`src/rtl/scan_chain_controller_if.sv`:
```
// Debug-host and datapath scan signals of the scan chain controller.
// The host/bench drives the master side; the controller implements the slave side.
interface scan_chain_controller_if #(
   parameter int WORD_W = 16
);
   logic              Start;
   logic              Abort;
   logic [WORD_W-1:0] InData;
   logic              InValid;
   logic              InReady;
   logic [WORD_W-1:0] OutData;
   logic              OutValid;
   logic              OutReady;
   logic              Test;
   logic              SDI;
   logic              SDO;
   logic              Busy;
   logic              Done;
   logic              Aborted;

   modport master (
      output Start, Abort, InData, InValid, OutReady, SDO,
      input  InReady, OutData, OutValid, Test, SDI, Busy, Done, Aborted
   );

   modport slave (
      input  Start, Abort, InData, InValid, OutReady, SDO,
      output InReady, OutData, OutValid, Test, SDI, Busy, Done, Aborted
   );
endinterface

```
`src/rtl/scan_chain_controller.sv`:
```
// Shifts the whole scan chain one host word at a time; word out is valid WORD_W+1 cycles after word in.
// Host stalls on either handshake simply park the FSM with Test low, so the chain never moves while waiting.
module scan_chain_controller #(
   parameter int CHAIN_LEN = 128,
   parameter int WORD_W    = 16
) (
   input  logic                    Clock,
   input  logic                    Reset,
   scan_chain_controller_if.slave  bus
);
   localparam int N_WORDS = CHAIN_LEN / WORD_W;
   localparam int BIT_W   = (WORD_W > 1) ? $clog2(WORD_W) : 1;
   localparam int WCNT_W  = $clog2(N_WORDS) + 1;
   localparam logic [BIT_W-1:0]  BIT_LAST  = BIT_W'(WORD_W - 1);
   localparam logic [WCNT_W-1:0] WORD_LAST = WCNT_W'(N_WORDS - 1);

   typedef enum logic [2:0] {
      S_IDLE,
      S_WAIT_IN,
      S_SHIFT,
      S_PRESENT,
      S_DONE
   } state_t;

   state_t              state_q,    state_d;
   logic [BIT_W-1:0]    bit_cnt_q,  bit_cnt_d;
   logic [WCNT_W-1:0]   word_cnt_q, word_cnt_d;
   logic [WORD_W-1:0]   in_reg_q,   in_reg_d;
   logic [WORD_W-1:0]   out_reg_q,  out_reg_d;
   logic                aborted_q,  aborted_d;

   always_ff @(posedge Clock) begin
      if (Reset) begin
         state_q    <= S_IDLE;
         bit_cnt_q  <= '0;
         word_cnt_q <= '0;
         in_reg_q   <= '0;
         out_reg_q  <= '0;
         aborted_q  <= 1'b0;
      end else begin
         state_q    <= state_d;
         bit_cnt_q  <= bit_cnt_d;
         word_cnt_q <= word_cnt_d;
         in_reg_q   <= in_reg_d;
         out_reg_q  <= out_reg_d;
         aborted_q  <= aborted_d;
      end
   end

   always_comb begin
      state_d    = state_q;
      bit_cnt_d  = bit_cnt_q;
      word_cnt_d = word_cnt_q;
      in_reg_d   = in_reg_q;
      out_reg_d  = out_reg_q;
      aborted_d  = 1'b0;
      case (state_q)
         S_IDLE: begin
            if (bus.Start && !bus.Abort) begin
               word_cnt_d = '0;
               state_d    = S_WAIT_IN;
            end
         end
         S_WAIT_IN: begin
            if (bus.Abort) begin
               aborted_d = 1'b1;
               state_d   = S_IDLE;
            end else if (bus.InValid) begin
               in_reg_d  = bus.InData;
               bit_cnt_d = '0;
               state_d   = S_SHIFT;
            end
         end
         S_SHIFT: begin
            if (bus.Abort) begin
               aborted_d = 1'b1;
               state_d   = S_IDLE;
            end else begin
               // SDO shows the bit leaving the chain this cycle, so it pairs with index bit_cnt_q.
               out_reg_d[bit_cnt_q] = bus.SDO;
               if (bit_cnt_q == BIT_LAST) begin
                  state_d = S_PRESENT;
               end else begin
                  bit_cnt_d = bit_cnt_q + 1'b1;
               end
            end
         end
         S_PRESENT: begin
            if (bus.Abort) begin
               aborted_d = 1'b1;
               state_d   = S_IDLE;
            end else if (bus.OutReady) begin
               if (word_cnt_q == WORD_LAST) begin
                  state_d = S_DONE;
               end else begin
                  word_cnt_d = word_cnt_q + 1'b1;
                  state_d    = S_WAIT_IN;
               end
            end
         end
         S_DONE: begin
            state_d = S_IDLE;
         end
         default: begin
            state_d = S_IDLE;
         end
      endcase
   end

   assign bus.InReady  = (state_q == S_WAIT_IN);
   assign bus.Test     = (state_q == S_SHIFT);
   assign bus.SDI      = (state_q == S_SHIFT) ? in_reg_q[bit_cnt_q] : 1'b0;
   assign bus.OutValid = (state_q == S_PRESENT);
   assign bus.OutData  = out_reg_q;
   assign bus.Busy     = (state_q == S_WAIT_IN) || (state_q == S_SHIFT) || (state_q == S_PRESENT);
   assign bus.Done     = (state_q == S_DONE);
   assign bus.Aborted  = aborted_q;
endmodule

```
`src/flat_wrapper.sv`:
```
// flat-port wrapper written by rule: the top's interface ports become plain ports
module scan_chain_controller_flat 
#(
   parameter int CHAIN_LEN = 128,
   parameter int WORD_W    = 16
)
  (Clock, Reset, bus_Start, bus_Abort, bus_InData, bus_InValid, bus_OutReady, bus_SDO, bus_InReady, bus_OutData, bus_OutValid, bus_Test, bus_SDI, bus_Busy, bus_Done, bus_Aborted);
  scan_chain_controller_if #(.WORD_W(WORD_W)) bus_i ();
  input  logic Clock;
  input  logic Reset;
  input wire logic [$bits(bus_i.Start)-1:0] bus_Start;
  input wire logic [$bits(bus_i.Abort)-1:0] bus_Abort;
  input wire logic [$bits(bus_i.InData)-1:0] bus_InData;
  input wire logic [$bits(bus_i.InValid)-1:0] bus_InValid;
  input wire logic [$bits(bus_i.OutReady)-1:0] bus_OutReady;
  input wire logic [$bits(bus_i.SDO)-1:0] bus_SDO;
  output wire logic [$bits(bus_i.InReady)-1:0] bus_InReady;
  output wire logic [$bits(bus_i.OutData)-1:0] bus_OutData;
  output wire logic [$bits(bus_i.OutValid)-1:0] bus_OutValid;
  output wire logic [$bits(bus_i.Test)-1:0] bus_Test;
  output wire logic [$bits(bus_i.SDI)-1:0] bus_SDI;
  output wire logic [$bits(bus_i.Busy)-1:0] bus_Busy;
  output wire logic [$bits(bus_i.Done)-1:0] bus_Done;
  output wire logic [$bits(bus_i.Aborted)-1:0] bus_Aborted;
  assign bus_i.Start = bus_Start;
  assign bus_i.Abort = bus_Abort;
  assign bus_i.InData = bus_InData;
  assign bus_i.InValid = bus_InValid;
  assign bus_i.OutReady = bus_OutReady;
  assign bus_i.SDO = bus_SDO;
  assign bus_InReady = bus_i.InReady;
  assign bus_OutData = bus_i.OutData;
  assign bus_OutValid = bus_i.OutValid;
  assign bus_Test = bus_i.Test;
  assign bus_SDI = bus_i.SDI;
  assign bus_Busy = bus_i.Busy;
  assign bus_Done = bus_i.Done;
  assign bus_Aborted = bus_i.Aborted;
  scan_chain_controller #(.CHAIN_LEN(CHAIN_LEN), .WORD_W(WORD_W)) u_core (.Clock(Clock), .Reset(Reset), .bus(bus_i));
endmodule
```
`config.mk`:
```
export PLATFORM = sky130hd
export DESIGN_NAME = scan_chain_controller_flat
export DESIGN_NICKNAME = d
export VERILOG_FILES = /design/src/rtl/scan_chain_controller_if.sv /design/src/rtl/scan_chain_controller.sv /design/src/flat_wrapper.sv
export SDC_FILE = /design/constraint.sdc
export NUM_CORES = 1
export LEC_CHECK = 0
export CORE_MARGIN = 2
export CORE_UTILIZATION = 50
export CTS_CLUSTER_DIAMETER = 30
export CTS_CLUSTER_SIZE = 8
export DETAILED_ROUTE_END_ITERATION = 10
export MAX_ROUTING_LAYER = met4
export PLACE_DENSITY_LB_ADDON = 0.15
export SKIP_CTS_REPAIR_TIMING = 1
export SLEW_MARGIN = 20
export SYNTH_ARGS = -nofsm -noshare
export SYNTH_HDL_FRONTEND = slang
export SYNTH_SLANG_ARGS = --single-unit
export TNS_END_PERCENT = 20
```
`constraint.sdc`:
```
create_clock -name Clock -period 2.15 [get_ports Clock]
set_input_delay 0.43 -clock Clock [delete_from_list [all_inputs] [get_ports Clock]]
set_output_delay 0.43 -clock Clock [all_outputs]
set_load 0.05 [all_outputs]
```
==> results of run 1 <==
flip-flops by register name (all words and copies together), names as in the netlist:
register / cells
u_core.bus.OutData: 16
u_core.in_reg_q: 16
u_core.bit_cnt_q: 4
u_core.word_cnt_q: 4
u_core.state_q: 3
u_core.bus.Aborted: 1
through the flow:
step / setup WS, ns / utilization (%)
floorplan: 0.0583 / -
global placement: 0.185 / 65.9
detailed placement: 0.122 / 65.9
CTS: -0.111 / 67.8
global route: -0.124 / 68.4
finish: -0.0805 / 68.4
area by class of cell:
type,instances,share of cell area [%]
Clock buffer,6,2.65
Sequential cell,44,32.4
Inverter,6,0.823
Tap cell,50,2.29
Multi-Input combinational cell,176,40.3
Timing Repair Buffer,60,21.4
Clock inverter,1,0.183
layer usage:
layer / vias up / share of wire, % / GRT usage [%]
met2: 61 / 48 / 34.0
met3: 7 / 4.9 / 3.73
met4: 0 / 1.5 / 8.00
met1: 877 / 46 / 27.0
met5: - / 0 / -
li1: 948 / - / -
critical path, cell delays in order, from the launching register on:
cell	delay (ns)
dfxtp_4	0.36
mux4_2	0.33
nor2_1	0.05
or4_4	0.54
nand3_4	0.09
buf_12	0.14
power by group:
part           switching (mW)  internal (mW)
clock network           0.256          0.221
registers             0.00442          0.823
logic                  0.0811         0.0767
cell usage in the layout, fill, tap and decap left out, drive strengths merged, types with 5 or more instances in the layout:
cell            n
a21oi          20
buf            21
clkbuf          6
clkdlybuf4s50  39
dfxtp          44
ha              5
inv             6
mux2i          17
nand2          40
nand3          20
nand3b          5
nand4           5
nor2           28
logic make-up after synthesis:
logic type / share of synthesized area, %
buffers and inverters: 5.41
flip-flops: 42.3
AO/OA/AOI/OAI: 9.62
adder cells (fa/ha/maj): 3.01
multiplexers: 12.5
AND/OR/NAND/NOR: 27.1
path summary, 6_finish.rpt:
path                                 endpoint  cells past startpoint  slack, ns                             start
max reg2reg  u_core.bit_cnt_q[3]$_SDFFE_PP0P_                      5       0.45  u_core.bit_cnt_q[1]$_SDFFE_PP0P_
max                                   bus_SDI                      5      -0.08  u_core.bit_cnt_q[0]$_SDFFE_PP0P_
min reg2reg   u_core.in_reg_q[4]$_SDFFE_PP0P_                      2       0.46   u_core.in_reg_q[4]$_SDFFE_PP0P_
min           u_core.in_reg_q[4]$_SDFFE_PP0P_                      2       0.46   u_core.in_reg_q[4]$_SDFFE_PP0P_
==> run_results.csv, run 1 <==
group,metric,value,unit
run_status,status,"complete, but fails checks",
run_status,violations,"negative setup slack",
route,drt_iter0_drc,173,
yosys,synthTopCellsByCount,"dfxtp_1, nand2_1, nor2_1",
route,routed_via_density,5.52,
job,max_cap_viol_count,0,
layout,ff_latch_area,886,um2
power_and_ir_drop,total_power,1.46,mW
yosys,netlist.area_leader.share,42.3,%
yosys,syn_area,2080,um2
route,ant_nets,0,
setup_path,path_class,"register to output port",
yosys,synth_area_per_cell,8.53,um2
setup_path,required,1.72,ns
sta,rsz0062_at_grt,"true",
placement,place_congestion,0.850,
layout,fin_area,2740,um2
layout,multi_input_area,1100,um2
layout,synthToLayoutAreaGrowth,31.6,%
global_route,grt_pass1_wl,7390,um
sta,finalCritPeriodShare,104,%
power_and_ir_drop,power_density,534,nW/um2
route,wl_per_cell,13.3,um
sta,worst_slew_pin_slew,0.514,ns
placement,hpwl,3220,um
cts,htreeDepth,2,
global_route,grt_pass1_vias,1712,
layout,antennaDiodeCount,0,
power_and_ir_drop,p_leak,1.11,nW
global_route,grt_max_degree,24,
die,rows,23,
cts,insertion_delay,0.29,ns
power_and_ir_drop,ir_drop,398,uV
setup_path,arrival,1.80,ns
yosys,yosys_register_bits,44,
layout,final_nets,321,
yosys,synth_fp_nets,272,
route,drc,0,
global_route,antenna_found_initial,0,
route,first_pass_iters,4,
yosys,yosys_warnings,0,
sta,max_slew_margin,65.6,%
die,die_h,68.5,um
placement,placed_area,2640,um2
global_route,globalRouteTotalUtil,21.3,%
die,die_w,68.5,um
setup_path,crit_fanout,3,
yosys,synthCells,244,
layout,drive_above_1_share,13.3,%
layout,n_fill_cell,354,
sta,period_minus_slack,2.23,ns
route,num_vias,1893,
route,drt_wl_total,4570,um
worst_hold_path,hold_class,"register to register",
sta,slew_violations,0,
cts,clk_pin_slew,0.08,ns
sta,setup-tns-final,-0.0805,ns
global_route,grt-ovfl-total,0,
yosys,synth_ff_type,"dfxtp_1",
sta,max_freq,448,MHz
sta,setup_viol,1,
yosys,synth.distinct_cells,35,
sta,fin_ws,-0.0805,ns
cts,cts-root-buf,"clkbuf_8",
setup_path,end_kind,"output port",
yosys,synth_edf_count,0,
cts,tritoncts,"done",
yosys,async_reset_ff_share,0,%
cts,numClockSinks,44,
sta,finalHoldViolations,0,
placement,port_buffers,45,
placement,placed_cells,335,
sta,holdWs,0.457,ns
die,die_area,4690,um2
die,io_pins,46,
cts,clk_path_buf_depth,2,
sta,clock_skew,0.00454,ns
setup_path,start_kind,"register",
yosys,yosysMostFrequentCell,"dfxtp_1",
yosys,yosys.area.top_type,"dfxtp_1",
layout,layoutNonFillerInstCount,343,
yosys,synth.area.top_cells,"dfxtp_1, mux2i_1, nand2_1",
cts,cts_buffers,5,
die,core,4000,um2
yosys,ys_seq_area_share,42.3,%
die,start_util,52.0,%
No activity file was read; power rests on OpenSTA's default activity.
==> run 2: changes to the inputs <==
==> constraint.sdc (replaced) <==
create_clock -name Clock -period 2.15 [get_ports Clock]
set_input_delay 0.43 -clock Clock [delete_from_list [all_inputs] [get_ports Clock]]
set_output_delay 0.43 -clock Clock [all_outputs]
set_load 0.005 [all_outputs]
==> run 2 against run 1 <==
- via count decreased by 1.3%
- non-clock buffer count increased by 2
- critical endpoint unchanged
- highest routed layer unchanged
- power up 2.2%
- first-iteration DRC count down 43%
- the run now ends clean
==> run_results.csv, run 2 (synthesized netlist as in run 1, its figures left out) <==
group,metric,value,unit
sta,max_freq,469,MHz
layout,fin_area,2750,um2
setup_path,crit_chain,"mux4_2 > nor2_1 > or4_4 > nand3_2 > clkbuf_2",
die,die_w,68.5,um
global_route,globalRouteTotalUtil,22.8,%
global_route,antenna_found_initial,0,
layout,final_common_cell,"clkdlybuf4s50_1",
die,core,4000,um2
placement,port_buffers,45,
setup_path,rrSetupSlack,0.46,ns
global_route,grt_pass1_vias,1691,
global_route,grt_max_degree,24,
cts,clk_pin_slew,0.08,ns
sta,slew_violations,0,
worst_hold_path,worstHoldStart,"u_core.in_reg_q[14]$_SDFFE_PP0P_",
route,wl_per_cell,13.2,um
setup_path,r2r-end,"u_core.bit_cnt_q[3]$_SDFFE_PP0P_",
setup_path,arrival,1.70,ns
power_and_ir_drop,p_leak,1.12,nW
placement,place_congestion,0.860,
layout,n_fill_cell,349,
cts,insertion_delay,0.29,ns
setup_path,end_kind,"output port",
setup_path,cp.depth,5,
power_and_ir_drop,ir_drop,393,uV
die,die_h,68.5,um
cts,cts_buffers,5,
route,ant_nets,0,
worst_hold_path,min_to,"u_core.in_reg_q[14]$_SDFFE_PP0P_",
route,routed_via_density,5.40,
sta,finalHoldViolations,0,
cts,cts-root-buf,"clkbuf_8",
layout,final_nets,323,
setup_path,path_class,"register to output port",
power_and_ir_drop,power_density,544,nW/um2
setup_path,slowest_delay,0.51,ns
sta,clock_skew,0.00236,ns
placement,placed_area,2640,um2
layout,ff_latch_area,885,um2
setup_path,start_kind,"register",
sta,max_slew_margin,65.8,%
setup_path,required,1.72,ns
setup_path,r2r_cells,6,
die,io_pins,46,
route,num_vias,1869,
placement,hpwl,3280,um
setup_path,critPathSlowestCell,"or4_4",
route,drc,0,
sta,period_minus_slack,2.13,ns
sta,holdWs,0.454,ns
setup_path,timing.rr.start,"u_core.bit_cnt_q[1]$_SDFFE_PP0P_",
worst_hold_path,holdPathStages,2,
cts,htreeDepth,2,
layout,final_cell_mix,"clkdlybuf4s50_1, dfxtp_1, nand2_1, nor2_1, a21oi_1",
cts,tritoncts,"done",
setup_path,crit_family,"simple AND/OR/NAND/NOR gates",
cts,clk_path_buf_depth,2,
die,die_area,4690,um2
sta,rsz0062_at_grt,"true",
worst_hold_path,hold_class,"register to register",
layout,multi_input_area,1100,um2
die,rows,23,
route,drt_wl_total,4570,um
run_status,status,"completed",
job,max_cap_viol_count,0,
global_route,grt-ovfl-total,0,
setup_path,crit_fanout,3,
route,first_pass_iters,4,
sta,setup_viol,0,
setup_path,path_buf_inv,1,
layout,antennaDiodeCount,0,
cts,numClockSinks,44,
die,start_util,52.0,%
global_route,grt_pass1_wl,7580,um
route,drt_iter0_drc,98,
sta,worst_slew_pin_slew,0.511,ns
layout,synthToLayoutAreaGrowth,32.0,%
layout,drive_above_1_share,12.8,%
sta,setup-tns-final,0,ns
sta,finalCritPeriodShare,99.2,%
[run 2: changes by cell type in the layout (fill, tap and decap cells not counted), sizes merged]
cell,delta
buf,-4
clkbuf,+3
clkdlybuf4s50,+4
dlymetal6s2s,+1
clkinv,-1
[run 2: power by group]
part	internal [mW]	total [mW]	switching [mW]
Sequential	0.824	0.828	0.00454
Clock	0.262	0.528	0.266
Combinational	0.0764	0.138	0.0618
Total	1.16	1.49	0.332
[run 2: how the worst max path moves through the flow]
stage / to / slack, ns / startpoint
global route: bus_SDI / -0.03 / u_core.bit_cnt_q[0]$_SDFFE_PP0P_
detailed placement: bus_SDI / -0.08 / u_core.state_q[0]$_SDFFE_PP0P_
finish: bus_SDI / 0.02 / u_core.bit_cnt_q[0]$_SDFFE_PP0P_
CTS: bus_SDI / -0.43 / u_core.state_q[1]$_SDFFE_PP0P_
global placement: bus_SDI / -0.1 / u_core.state_q[0]$_SDFFE_PP0P_
floorplan: bus_SDI / 0.32 / u_core.state_q[0]$_SDFFE_PP0P_
[run 2: worst register-to-register path, stage by stage, from the launching register on]
cell,delay (ns)
dfxtp_1,0.37
buf_4,0.17
ha_1,0.17
nand3_1,0.17
a22oi_1,0.40
o21ai_0,0.16
a21oi_1,0.18
[run 2: final cells by class]
| type | count | share of cell area (%) |
|---|---|---|
| flip-flops and latches | 44 | 32.2 |
| well taps | 50 | 2.28 |
| clock buffers | 8 | 3.28 |
| repair buffers | 62 | 21.4 |
| multi-input cells | 176 | 39.9 |
| inverters | 6 | 0.911 |
[run 2: metrics by stage]
stage / instances / power, mW / worst slack, ns / utilization (%)
5_1_grt: 346 / 1.54 / -0.0263 / 68.7
4_1_cts: 346 / 1.50 / -0.428 / 68.3
2_1_floorplan: 244 / 0.915 / 0.325 / -
6_report: 346 / 1.49 / 0.0178 / 68.7
3_3_place_gp: 338 / 0.984 / -0.0961 / 66.1
3_5_place_dp: 338 / 0.985 / -0.0817 / 66.1
[run 2: per-layer routing]
metal	track usage [%]	part of all wire, %	wire (um)	vias to the layer above
li1	-	-	-	950
met3	3.57	5.3	240	8
met2	35.7	48	2170	46
met4	10.5	1.9	89	0
met5	-	0	0	-
met1	29.1	45	2070	865
==> run 3: changes to the inputs <==
--- a/config.mk
+++ b/config.mk
@@ -6,7 +6,7 @@
 export NUM_CORES = 1
 export LEC_CHECK = 0
 export CORE_MARGIN = 2
-export CORE_UTILIZATION = 50
+export CORE_UTILIZATION = 45
 export CTS_CLUSTER_DIAMETER = 30
 export CTS_CLUSTER_SIZE = 8
 export DETAILED_ROUTE_END_ITERATION = 10
@@ -17,4 +17,3 @@
 export SYNTH_ARGS = -nofsm -noshare
 export SYNTH_HDL_FRONTEND = slang
 export SYNTH_SLANG_ARGS = --single-unit
-export TNS_END_PERCENT = 20
==> constraint.sdc (replaced) <==
create_clock -name Clock -period 1.85 [get_ports Clock]
set_input_delay 0.37 -clock Clock [delete_from_list [all_inputs] [get_ports Clock]]
set_output_delay 0.37 -clock Clock [all_outputs]
set_load 0.005 [all_outputs]
==> run 3 against run 2 <==
- the run now ends with negative setup slack left
- via count up 1.8%
- global-route usage down 3.0 points
- die area up 10%
- first-iteration DRC count up 38%
- routed wire length up 3.8%
- combinational power up 28%
- sequential share of layout area down 1.4 points
- clock power up 19%
- sequential power up 16%
- register-to-register slack worse by 0.27 ns
- non-clock buffer count up 12
- critical path type unchanged
==> run_results.csv, run 3 (synthesized netlist as in run 1, its figures left out) <==
group,metric,value,unit
run_status,status,"complete, but fails checks",
run_status,violations,"negative setup slack",
setup_path,crit_fanout,3,
power_and_ir_drop,power_density,616,nW/um2
layout,final_nets,335,
cts,clk_pin_slew,0.07,ns
route,top_layer,"met4",
layout,antennaDiodeCount,0,
layout,ff_latch_area,885,um2
setup_path,end_kind,"output port",
job,max_cap_viol_count,0,
global_route,antenna_found_initial,0,
die,start_util,47.1,%
die,die_w,72,um
power_and_ir_drop,seqPwrFrac,54.4,%
route,drc,0,
die,rows,24,
power_and_ir_drop,power_switching,0.380,mW
sta,setup-tns-final,-0.201,ns
layout,multi_input_area,1100,um2
sta,worst_slew_pin_slew,0.562,ns
layout,synthToLayoutAreaGrowth,38.2,%
layout,final_common_cell,"dfxtp_1",
worst_hold_path,hold_class,"register to register",
sta,slew_violations,0,
placement,hpwl,3390,um
setup_path,crit_family,"simple AND/OR/NAND/NOR gates",
cts,clk_path_buf_depth,2,
setup_path,crit_chain,"mux4_2 > nor2_1 > or4_4 > nand3_2 > clkbuf_2",
route,m1WireLength,2220,um
cts,cts_buffers,5,
power_and_ir_drop,switching_share,21.5,%
die,die_h,72,um
route,first_pass_iters,4,
setup_path,path_buf_inv,1,
placement,place_ws,-0.340,ns
route,routed_via_density,5.30,
power_and_ir_drop,ir_drop,481,uV
global_route,globalRouteTotalUtil,19.9,%
setup_path,required,1.48,ns
power_and_ir_drop,p_int,1.39,mW
setup_path,arrival,1.68,ns
route,num_vias,1902,
global_route,grt_max_degree,32,
layout,n_fill_cell,401,
route,met2_wirelength,2160,um
route,ant_nets,0,
sta,finalCritPeriodShare,111,%
power_and_ir_drop,p_leak,1.24,nW
cts,insertion_delay,0.29,ns
route,wl_per_cell,13.2,um
setup_path,slowest_delay,0.50,ns
sta,max_slew_margin,62.4,%
setup_path,path_class,"register to output port",
layout,fin_util,65.1,%
sta,finalHoldViolations,0,
die,io_pins,46,
setup_path,critPathSlowestCell,"or4_4",
route,met3_length,291,um
route,drt_wl_total,4740,um
die,core,4410,um2
route,drt_iter0_drc,135,
sta,setup_viol,1,
sta,period_minus_slack,2.05,ns
placement,place_congestion,0.861,
sta,rsz0062_at_grt,"true",
sta,max_freq,488,MHz
die,die_area,5180,um2
global_route,grt_pass1_wl,7960,um
power_and_ir_drop,power_frac_clock,35.6,%
layout,final_cell_mix,"dfxtp_1, nand2_1, clkdlybuf4s50_1, nor2_1, buf_4",
placement,port_buffers,45,
cts,tritoncts,"done",
global_route,grt_pass1_vias,1751,
layout,drive_above_1_share,17.6,%
global_route,grt-ovfl-total,0,
power_and_ir_drop,power_frac_comb,10.0,%
sta,fin_ws,-0.201,ns
cts,cts-root-buf,"clkbuf_8",
cts,numClockSinks,44,
sta,clock_skew,0.00573,ns
cts,htreeDepth,2,
setup_path,start_kind,"register",
[run 3: cell count changes in the layout (fill, tap and decap cells not counted), moves of 2 or more]
cell / before / now
dlymetal6s2s_1: 1 / 4
buf_4: 16 / 23
clkdlybuf4s50_1: 43 / 39
inv_2: 0 / 2
buf_6: 0 / 4
clkbuf_1: 2 / 0
[run 3: power groups by stage]
stage	Combinational (mW)	Sequential [mW]	Clock, mW
CTS	0.175	0.963	0.644
detailed placement	0.174	0.985	0
global placement	0.172	0.984	0
global route	0.194	0.965	0.689
finish	0.177	0.964	0.630
floorplan	0.0794	0.983	0
[run 3: final timing paths]
| kind | start | to | slack [ns] | cells after the start |
|---|---|---|---|---|
| hold / removal | u_core.in_reg_q[9]$_SDFFE_PP0P_ | u_core.in_reg_q[9]$_SDFFE_PP0P_ | 0.46 | 2 |
| setup reg to reg | u_core.bit_cnt_q[0]$_SDFFE_PP0P_ | u_core.bit_cnt_q[3]$_SDFFE_PP0P_ | 0.19 | 6 |
| setup / recovery | u_core.bit_cnt_q[0]$_SDFFE_PP0P_ | bus_SDI | -0.20 | 5 |
| hold reg to reg | u_core.in_reg_q[9]$_SDFFE_PP0P_ | u_core.in_reg_q[9]$_SDFFE_PP0P_ | 0.46 | 2 |
[run 3: area by class of cell]
cell class,instances,area share (%)
Clock buffer,7,3.35
Sequential cell,44,30.8
Inverter,6,0.783
Timing Repair Buffer,74,24.6
Multi-Input combinational cell,176,38.2
Tap cell,52,2.26
[run 3: stage by stage]
step	instances	power (mW)	hold WS (ns)	area [um2]
after CTS	356	1.78	0.457	2820
after detailed placement	349	1.16	0.446	2730
after global placement	349	1.16	0.440	2730
after global routing	359	1.85	0.480	2880
after floorplan	244	1.06	0.423	2080
final	359	1.77	0.458	2880
[run 3: metal layers]
metal,up-vias,GRT usage (%)
li1,975,-
met1,864,28.1
met2,57,29.0
met3,6,3.06
met4,0,6.92
met5,-,-
[run 3: worst min-delay path: stages (launching register included)]
cell and delay, ns:
dfxtp_1 0.31, nand2_1 0.05, a21oi_1 0.05
